## config.mk

```make
export PLATFORM = sky130hd
export DESIGN_NAME = bcd_to_binary_converter
export DESIGN_NICKNAME = d
export VERILOG_FILES = /design/src/rtl/bcd_to_binary_converter.sv
export SDC_FILE = /design/constraint.sdc
export NUM_CORES = 1
export LEC_CHECK = 0
export CAP_MARGIN = 20
export CORE_MARGIN = 10
export CORE_UTILIZATION = 48
export DETAILED_ROUTE_END_ITERATION = 16
export PLACE_DENSITY = 0.78
export SYNTH_ARGS = -nofsm -noshare
export SYNTH_HDL_FRONTEND = slang
export SYNTH_SLANG_ARGS = --single-unit
```

## constraint.sdc

```tcl
create_clock -name clk_i -period 1.5 [get_ports clk_i]
set_input_delay 0.15 -clock clk_i [delete_from_list [all_inputs] [get_ports clk_i]]
set_output_delay 0.15 -clock clk_i [all_outputs]
set_load 0.01 [all_outputs]
```

## src/rtl/bcd_to_binary_converter.sv

```systemverilog
// Sequential packed-BCD to binary converter (reverse double dabble, one bit per cycle).
// Optional invalid-digit detection is enabled by defining BCD2BIN_DIGIT_CHECK_EN.
module bcd_to_binary_converter #(
  parameter int bcd_N = 16,
  parameter int bin_N = 14
) (
  input  logic             clk_i,
  input  logic             reset_i,
  input  logic             start_i,
  input  logic [bcd_N-1:0] BCD_i,
  output logic             ready_o,
  output logic             done_o,
  output logic [bin_N-1:0] binary_o,
  output logic             err_o
);

  localparam int DIGITS = bcd_N / 4;
  localparam int CNT_W  = (bin_N > 1) ? $clog2(bin_N) : 1;

  typedef enum logic [1:0] {IDLE, OP, DONE} state_t;

  state_t             state_q, state_d;
  logic [bcd_N-1:0]   bcd_q, bcd_d;
  logic [bin_N-1:0]   bin_q, bin_d;
  logic [CNT_W-1:0]   count_q, count_d;
  logic [bin_N-1:0]   binary_q, binary_d;

  logic [bcd_N+bin_N-1:0] shift_v;
  logic [bcd_N-1:0]       bcd_adj;
  logic [bin_N-1:0]       bin_shift;
  logic                   digit_bad;

  // One iteration: shift the combined register right, then correct each digit that is >= 8.
  always_comb begin
    shift_v   = {bcd_q, bin_q} >> 1;
    bin_shift = shift_v[bin_N-1:0];
    bcd_adj   = shift_v[bcd_N+bin_N-1 -: bcd_N];
    for (int k = 0; k < DIGITS; k++) begin
      if (bcd_adj[4*k +: 4] >= 4'd8) begin
        bcd_adj[4*k +: 4] = bcd_adj[4*k +: 4] - 4'd3;
      end
    end
  end

  always_comb begin
    digit_bad = 1'b0;
    for (int k = 0; k < DIGITS; k++) begin
      if (BCD_i[4*k +: 4] > 4'd9) begin
        digit_bad = 1'b1;
      end
    end
  end

`ifdef BCD2BIN_DIGIT_CHECK_EN
  logic err_q, err_d;
`endif

  always_comb begin
    state_d  = state_q;
    bcd_d    = bcd_q;
    bin_d    = bin_q;
    count_d  = count_q;
    binary_d = binary_q;
`ifdef BCD2BIN_DIGIT_CHECK_EN
    err_d    = err_q;
`endif
    unique case (state_q)
      IDLE: begin
        if (start_i) begin
          bcd_d   = BCD_i;
          bin_d   = '0;
          count_d = CNT_W'(bin_N - 1);
          state_d = OP;
`ifdef BCD2BIN_DIGIT_CHECK_EN
          if (digit_bad) begin
            binary_d = '0;
            err_d    = 1'b1;
            state_d  = DONE;
          end
`endif
        end
      end
      OP: begin
        bcd_d   = bcd_adj;
        bin_d   = bin_shift;
        count_d = count_q - 1'b1;
        // The result is published on the final iteration so it is valid alongside done_o.
        if (count_q == '0) begin
          binary_d = bin_shift;
`ifdef BCD2BIN_DIGIT_CHECK_EN
          err_d    = 1'b0;
`endif
          state_d  = DONE;
        end
      end
      DONE: begin
        state_d = IDLE;
      end
      default: state_d = IDLE;
    endcase
  end

  always_ff @(posedge clk_i) begin
    if (reset_i) begin
      state_q  <= IDLE;
      bcd_q    <= '0;
      bin_q    <= '0;
      count_q  <= '0;
      binary_q <= '0;
`ifdef BCD2BIN_DIGIT_CHECK_EN
      err_q    <= 1'b0;
`endif
    end else begin
      state_q  <= state_d;
      bcd_q    <= bcd_d;
      bin_q    <= bin_d;
      count_q  <= count_d;
      binary_q <= binary_d;
`ifdef BCD2BIN_DIGIT_CHECK_EN
      err_q    <= err_d;
`endif
    end
  end

  assign ready_o  = (state_q == IDLE);
  assign done_o   = (state_q == DONE);
  assign binary_o = binary_q;
`ifdef BCD2BIN_DIGIT_CHECK_EN
  assign err_o    = err_q;
`else
  assign err_o    = 1'b0;
  logic unused_digit_bad;
  assign unused_digit_bad = digit_bad;
`endif

endmodule

```

; ---- Word level (Yosys, flattened, before mapping)
; Index checks and enable logic that the tools add are counted.
[totals]
register_bits = 50
wordCells = 37
[classes]
n_addsub = 5
n_lt_le_gt_ge = 4
eq_ne = 4
muxes = 13
n_reduce_logical = 6
[op_table]
columns = op, n
row1 = $pmux 16 s2, 1
row2 = $pmux 14 s2, 1
row3 = $mux 4, 5
row4 = $mux 16, 1
row5 = $mux 14, 1
row6 = $ge 4x4->1 const B, 3
row7 = $sub 4x2->4 const B, 3
row8 = $pmux 4 s2, 1
row9 = $reduce_and 2->1, 3
row10 = $ge 3x4->1 const B, 1
row11 = $logic_not 4->1, 1
row12 = $mux 2, 2
row13 = $ne 2x2->1 const B, 2
row14 = $pmux 2 s2, 1
row15 = $sub 3x2->4 const B, 1
row16 = $sub 4x1->4 const B, 1
row17 = $eq 2x1->1 const B, 1
row18 = $eq 2x2->1 const B, 1
row19 = $logic_not 2->1, 1
row20 = $reduce_bool 2->1, 1

; ---- Logic depth before layout (Yosys ltp)
; Gate-level depths: netlist (run 1).
[depth]
word_depth = 3
mapped_depth = 6
depth_no_buf = 5

; ---- Worst setup path before layout (run 1)
; No wires, ideal clock.
[synth_timing]
kind = register -> register
from = reg count_q[0]
to = reg binary_q[10] (netlist: binary_o[10])
setup_ns = 0.059
arrival_ns = 1.390
path_slack_ns = 0.051
path_stages_with_launch = 7
period_less_slack_ns = 1.449
cell_sequence = dfxtp_1 -> inv_1 -> ha_1 -> or3b_4 -> nor3_4 -> buf_6 -> a22o_1
[synth_between]
elab_chain_cells = 2
[synth_lines]
columns = element, line_no
row1 = from (decl), 25  ; logic [CNT_W-1:0] count_q, count_d;
row2 = from (signal assigned), 117  ; count_q <= count_d;
row3 = $logic_not 4->1, 88  ; if (count_q == '0) begin
row4 = $reduce_and 2->1 (no source line), --
row5 = to (signal assigned), 118  ; binary_q <= binary_d;
row6 = to (decl), 26  ; logic [bin_N-1:0] binary_q, binary_d;
; Every way passes these cells.
; A chain may end at the register's enable or synchronous reset.

; ---- Worst setup path in the final report (run 1)
; Ends and elaborated chain as after synthesis.

==> results of run 1 <==
==> layout make-up <==
class	instances	area [um^2]
Sequential cell	49	983.4
Fill cell	371	1587
Tap cell	52	65.06
Clock buffer	5	68.82
Multi-Input combinational cell	154	1137
Inverter	9	33.78
Timing Repair Buffer	53	518.0
Clock inverter	3	21.27
==> path summary, 6_finish.rpt <==
kind	startpoint	to	cells past startpoint	slack (ns)
max	count_q[0]	binary_o[10]	6	0.08
max reg2reg	count_q[0]	binary_o[10]	6	0.08
min	BCD_i[11]	bcd_q[11]	3	0.45
min reg2reg	bcd_q[15]	bcd_q[15]	2	0.47
==> through the flow <==
stage	util	setup WS (ns)
after floorplan	-	0.05120
after global placement	0.6134	-0.09515
after detailed placement	0.6134	-0.2019
after CTS	0.6335	0.002391
after global routing	0.6406	0.006017
final	0.6406	0.07862
==> sequential cells by signal, summed over array words and instances, names as in the netlist <==
signal / cells
bin_q: 13
binary_o: 14
bcd_q: 16
count_q: 4
state_q: 2
==> worst max-delay path: stages (launching register included) <==
cell     delay (ns)
dfxtp_1        0.33
inv_2          0.07
ha_4           0.14
or3b_4         0.39
nor3_4         0.15
buf_12         0.16
a22o_1         0.14
==> logic make-up (layout without fill, tap and decap cells) <==
group           count (synthesis)  after routing  share of synthesized area
mux                             4              4                    0.01794
fa+ha+maj                       7              7                    0.03924
flops                          49             49                     0.4395
buf+inv                        28             70                    0.06446
xor+xnor                        5              5                    0.01962
simple gates                   67             67                     0.1799
compound gates                 70             70                     0.2377
other cells                     1              1                   0.001680
==> cells in the mapped netlist <==
| library cell | count |
|---|---|
| o21ba_2 | 1 |
| xnor2_1 | 4 |
| clkbuf_1 | 3 |
| a2bb2oi_1 | 1 |
| buf_2 | 10 |
| or3_1 | 1 |
| buf_1 | 2 |
| or3b_2 | 2 |
| a41oi_1 | 1 |
| nor3_1 | 8 |
| nand2_1 | 4 |
| nor4b_2 | 1 |
| o21bai_2 | 1 |
| nand2b_4 | 1 |
| nor3_4 | 1 |
| a221o_1 | 5 |
| nor2b_2 | 1 |
| or3b_4 | 1 |
| a21oi_1 | 12 |
| inv_1 | 9 |
| a22o_1 | 9 |
| xor2_1 | 1 |
| o31ai_1 | 1 |
| nand3b_1 | 5 |
| a211oi_1 | 8 |
| nor3b_1 | 1 |
| o221a_2 | 1 |
| buf_6 | 3 |
| mux2i_1 | 4 |
| nor2_1 | 22 |
| dfxtp_1 | 49 |
| buf_4 | 1 |
| a21o_1 | 6 |
| nor2b_1 | 3 |
| ha_1 | 7 |
| o21ai_0 | 5 |
| a22oi_1 | 14 |
| nand2b_1 | 10 |
| and3b_1 | 5 |
| nand3_1 | 1 |
| conb_1 | 1 |
| a22o_2 | 4 |
| a311oi_1 | 1 |
==> what timing repair did <==
item	in CTS	in global routing
gates cloned	0	0
endpoints found under the hold margin	0	0
resized for setup	3	8
endpoints found under the setup margin	2	16
buffers inserted	0	0
==> routing by layer <==
layer / up-vias / part of all wire
met1: 842 / 0.48
met2: 36 / 0.46
li1: 911 / -
met3: 8 / 0.041
met4: 0 / 0.018
met5: - / 0
==> power breakdown <==
group / internal, mW / switching [mW]
Sequential: 1.37 / 0.0816
Clock: 0.331 / 0.441
Combinational: 0.300 / 0.262
==> results.sh, run 1 <==
export IMPL_status="finished, final reports clean"
export IMPL_num_vias=1797
export IMPL_use_met2=0.2042
export IMPL_die_area_um2=7778
export IMPL_synth_nets=257
export IMPL_fp_dieH_um=88.20
export IMPL_maxSlewViolCount=0
export IMPL_pwr_density_cell_nw_per_um2=984.6
export IMPL_crit_fanout=14
export IMPL_hpwl_um=3593
export IMPL_gr_total_overflow=0
export IMPL_setup_tns_ns=0
export IMPL_root_buffer="clkbuf_8"
export IMPL_synth_top_cell_by_area="dfxtp_1"
export IMPL_maxCapViolations=0
export IMPL_stdcell_area_um2=2828
export IMPL_clock_path_buffers=2
export IMPL_final_cell_mix="dfxtp_1, clkdlybuf4s50_1, nor2_1"
export IMPL_num_rows=24
export IMPL_core_area_um2=4414
export IMPL_endpoint_kind="flop"
export IMPL_final_cells=325
export IMPL_arrival_ns=1.67
export IMPL_drt_total_wl_um=4931
export IMPL_post_route_min_period_ns=1.421
export IMPL_grt_use_total=0.1300
export IMPL_crit_type="flop to flop"
export IMPL_grt_use_met3=0.02600
export IMPL_dr_pass1_iters=4
export IMPL_n_antenna_cell=0
export IMPL_netlist_area_um2=2232
export IMPL_final_antenna_net_count=0
export IMPL_grt_pass1_vias=1722
export IMPL_synth_cell_type_count=43
export IMPL_antenna_found_initial=0
export IMPL_placed_cells=317
export IMPL_viasPerCell=5.529
export IMPL_insertion_delay_ns=0.30
export IMPL_ys_warnings_count=0
export IMPL_drive_gt1_frac=0.1722
export IMPL_cp_required_ns=1.75
export IMPL_ys_seq_area_frac=0.4395
export IMPL_clk_pin_slew_ns=0.09
export IMPL_hold_viol=0
export IMPL_cts_sinks=49
export IMPL_ir_drop_uv=610.5
export IMPL_htreeDepth=2
export IMPL_setup_viol=0
export IMPL_synth_area_per_cell_um2=9.663
export IMPL_grt_busiest_layer="met2"
export IMPL_syn_inst=231
export IMPL_portBuffers=34
export IMPL_initial_core_util=0.5057
export IMPL_cts_buffers=5
export IMPL_total_power_mw=2.784
export IMPL_die_w_um=88.20
export IMPL_cp_start_kind="flop"
export IMPL_min_path_type="input pin to flop"
export IMPL_power_leakage_nw=1.101
export IMPL_placed_cell_area_um2=2708
export IMPL_nets=298
export IMPL_pin_count=36
export IMPL_drc=0
export IMPL_grtUsageMet1=0.1675
export IMPL_synth_seq_cells=49
export IMPL_globalplace_congestion=0.8547
export IMPL_holdWs_ns=0.4539
export IMPL_rsz0062_at_grt="no"
export IMPL_wl_per_cell_um=15.17
export IMPL_yosys_top_cells_area="dfxtp_1, a22oi_1, ha_1, nor2_1, a22o_1"
export IMPL_grt_start_max_net_pins=24
export IMPL_period_share=0.9476
export IMPL_drtIter0Drc=116
export IMPL_synth_top_area_frac=0.4395
export IMPL_final_common_cell="dfxtp_1"
export IMPL_cts_hold_buffers=0
export IMPL_grt_pass1_wl_um=8197
export IMPL_tritoncts="yes"
export IMPL_fmax_ghz=0.7035
export IMPL_syn_to_final_growth_pct=26.68
export IMPL_fin_skew_ns=0.007136
Power figures use the tool's default switching activity.
==> run 2, diff against run 1 <==
--- a/config.mk
+++ b/config.mk
@@ -5,11 +5,14 @@
 export SDC_FILE = /design/constraint.sdc
 export NUM_CORES = 1
 export LEC_CHECK = 0
+export ABC_AREA = 1
+export ABC_CLOCK_PERIOD_IN_PS = 1500
 export CAP_MARGIN = 20
 export CORE_MARGIN = 10
-export CORE_UTILIZATION = 48
+export CORE_UTILIZATION = 49
+export CTS_BUF_LIST = sky130_fd_sc_hd__clkbuf_8
 export DETAILED_ROUTE_END_ITERATION = 16
-export PLACE_DENSITY = 0.78
+export PLACE_DENSITY = 0.79
 export SYNTH_ARGS = -nofsm -noshare
 export SYNTH_HDL_FRONTEND = slang
 export SYNTH_SLANG_ARGS = --single-unit
==> results.sh, run 2 <==
export IMPL_setup_tns_ns=0
export IMPL_die_area_um2=7522
export IMPL_grtUsageMet1=0.1576
export IMPL_r2r_end="binary_o[3]"
export IMPL_synth_compound_area_frac=0.1003
export IMPL_cp_depth=1
export IMPL_syn_inst=313
export IMPL_crit_fanout=2
export IMPL_synth_simple_area_share=0.3142
export IMPL_dr_pass1_iters=4
export IMPL_holdWs_ns=0.4081
export IMPL_htreeDepth=2
export IMPL_synth_cell_type_count=25
export IMPL_synth_top_cell_by_area="dfxtp_1"
export IMPL_multi_input_area_um2=1017
export IMPL_synth_most_common_cell="nand2_1"
export IMPL_startpoint="binary_o[0]"
export IMPL_synth_area_per_cell_um2=6.972
export IMPL_arrival_ns=1.20
export IMPL_fmax_ghz=0.7412
export IMPL_power_leakage_nw=1.162
export IMPL_r2r_setup_slack_ns=0.18
export IMPL_cp_buffers_inverters=1
export IMPL_grt_pass1_vias=1792
export IMPL_post_cts_buffers=0
export IMPL_cts_sinks=49
export IMPL_hpwl_um=3332
export IMPL_ir_drop_uv=629.0
export IMPL_root_buffer="clkbuf_8"
export IMPL_num_rows=24
export IMPL_pin_count=36
export IMPL_synth_edf_count=0
export IMPL_preCtsSetupSlack_ns=0.05654
export IMPL_min_path_type="input pin to flop"
export IMPL_synthTopCellsByCount="nand2_1, dfxtp_1, a21oi_1, nand3_1, inv_1"
export IMPL_grt_start_max_net_pins=33
export IMPL_maxSlewViolCount=0
export IMPL_drive_gt1_frac=0.06667
export IMPL_grt_busiest_layer="met2"
export IMPL_ys_warnings_count=0
export IMPL_portBuffers=34
export IMPL_netlist_area_um2=2182
export IMPL_maxCapViolations=0
export IMPL_grt_use_met3=0.03659
export IMPL_r2r_start="count_q[0]"
export IMPL_fin_skew_ns=0.004189
export IMPL_largest_register_ffs=16
export IMPL_yosys_top_cells_area="dfxtp_1, nand2_1, a21oi_1, nand3_1, inv_1"
export IMPL_nets=370
export IMPL_cp_start_kind="flop"
export IMPL_synth_mux_area_fraction=0
export IMPL_pwr_density_cell_nw_per_um2=1002
export IMPL_insertion_delay_ns=0.30
export IMPL_num_vias=1975
export IMPL_grt_pass1_wl_um=8045
export IMPL_use_met2=0.2074
export IMPL_path_delay_family="buffers and inverters"
export IMPL_fp_dieH_um=86.73
export IMPL_crit_slowest_cell="clkdlybuf4s50_1"
export IMPL_period_share=0.8994
export IMPL_synthAdderAreaFrac=0.04014
export IMPL_final_antenna_net_count=0
export IMPL_tritoncts="yes"
export IMPL_cp_endpoint="binary_o[0]"
export IMPL_ys_seq_area_frac=0.4495
export IMPL_synth_top_family_by_area="simple AND/OR/NAND/NOR gates"
export IMPL_synth_xor_area_frac=0.008028
export IMPL_die_w_um=86.73
export IMPL_core_area_um2=4324
export IMPL_viasPerCell=4.975
export IMPL_gr_total_overflow=0
export IMPL_synth_seq_cells=49
export IMPL_cp_slowest_stage_delay_ns=0.54
export IMPL_clock_path_buffers=2
export IMPL_rsz0062_at_grt="yes"
export IMPL_final_cell_mix="nand2_1, dfxtp_1, clkdlybuf4s50_1"
export IMPL_syn_to_final_growth_pct=22.19
export IMPL_worst_slack_ns=0.1509
export IMPL_endpoint_kind="output port"
export IMPL_post_route_min_period_ns=1.349
export IMPL_drt_total_wl_um=4670
export IMPL_globalplace_congestion=0.8281
export IMPL_cp_required_ns=1.35
export IMPL_final_common_cell="nand2_1"
export IMPL_drc=0
export IMPL_n_antenna_cell=0
export IMPL_synthArstFlopShare=0
export IMPL_synth_nets=339
export IMPL_initial_core_util=0.5046
export IMPL_grt_use_total=0.1284
export IMPL_antenna_found_initial=0
export IMPL_largest_register="bcd_q"
export IMPL_drtIter0Drc=87
export IMPL_path_cells="clkdlybuf4s50_1"
export IMPL_status="finished, final reports clean"
export IMPL_wl_per_cell_um=11.76
export IMPL_cts_buffers=5
export IMPL_fillers=415
export IMPL_hold_viol=0
export IMPL_ff_latch_area_um2=982.2
export IMPL_synth_top_area_frac=0.4495
export IMPL_clk_pin_slew_ns=0.09
export IMPL_rr_worst_depth=8
export IMPL_ys_flop_type="dfxtp_1"
export IMPL_crit_type="flop to output port"
export IMPL_setup_viol=0
[run 2: report_power, final]
group          switching [mW]  internal [mW]  total [mW]
Combinational           0.264          0.191       0.456
Sequential             0.0601           1.36        1.42
Clock                   0.462          0.331       0.793
[run 2: layout make-up]
type	count	area share
clock buffer	5	0.02581
tap	52	0.02440
sequential	49	0.3684
timing repair buffer	40	0.1530
clock inverter	3	0.007977
inverter	27	0.03895
multi-input combinational	221	0.3815
[run 2: logic make-up (layout without fill, tap and decap cells)]
| logic type | count (synthesis) | count (layout) |
|---|---|---|
| compound gates | 42 | 42 |
| xor+xnor | 2 | 2 |
| fa+ha+maj | 7 | 7 |
| buf+inv | 43 | 75 |
| flops | 49 | 49 |
| other cells | 1 | 1 |
| simple gates | 169 | 169 |
[run 2: stage by stage]
stage                       util  power [mW]  cells  area, um^2
final                     0.6166       2.670    397        2666
after global routing      0.6166       2.798    397        2666
after CTS                 0.6160       2.682    397        2664
after detailed placement  0.5955       1.907    389        2575
after global placement    0.5955       1.894    389        2575
after floorplan                -       1.749    313        2182
[run 2: timing repair]
item | 4_1_cts | 5_1_grt
hold endpoints to repair | 0 | 0
pin swaps | 0 | 0
hold buffers | 0 | 0
resized for setup | 3 | 1
endpoints found under the setup margin | 2 | 13
[run 2: worst min path at each step]
stage,cells after the start,start,end
floorplan,2,BCD_i[15],bcd_q[15]
global placement,2,bin_q[1],bin_q[1]
detailed placement,2,bin_q[1],bin_q[1]
CTS,3,BCD_i[12],bcd_q[12]
global route,3,BCD_i[12],bcd_q[12]
finish,3,BCD_i[12],bcd_q[12]
[run 2: layer usage]
| layer | vias up | wire length [um] |
|---|---|---|
| met5 | - | 0 |
| met1 | 887 | 2243 |
| met4 | 0 | 73 |
| met2 | 46 | 2080 |
| li1 | 1035 | - |
| met3 | 7 | 273 |
==> run 3, diff against run 2 <==
--- a/config.mk
+++ b/config.mk
@@ -13,6 +13,7 @@
 export CTS_BUF_LIST = sky130_fd_sc_hd__clkbuf_8
 export DETAILED_ROUTE_END_ITERATION = 16
 export PLACE_DENSITY = 0.79
+export SLEW_MARGIN = 10
 export SYNTH_ARGS = -nofsm -noshare
 export SYNTH_HDL_FRONTEND = slang
 export SYNTH_SLANG_ARGS = --single-unit
==> results of run 3 <==
Final layout, timing and power as in run 2 (identical DEF).
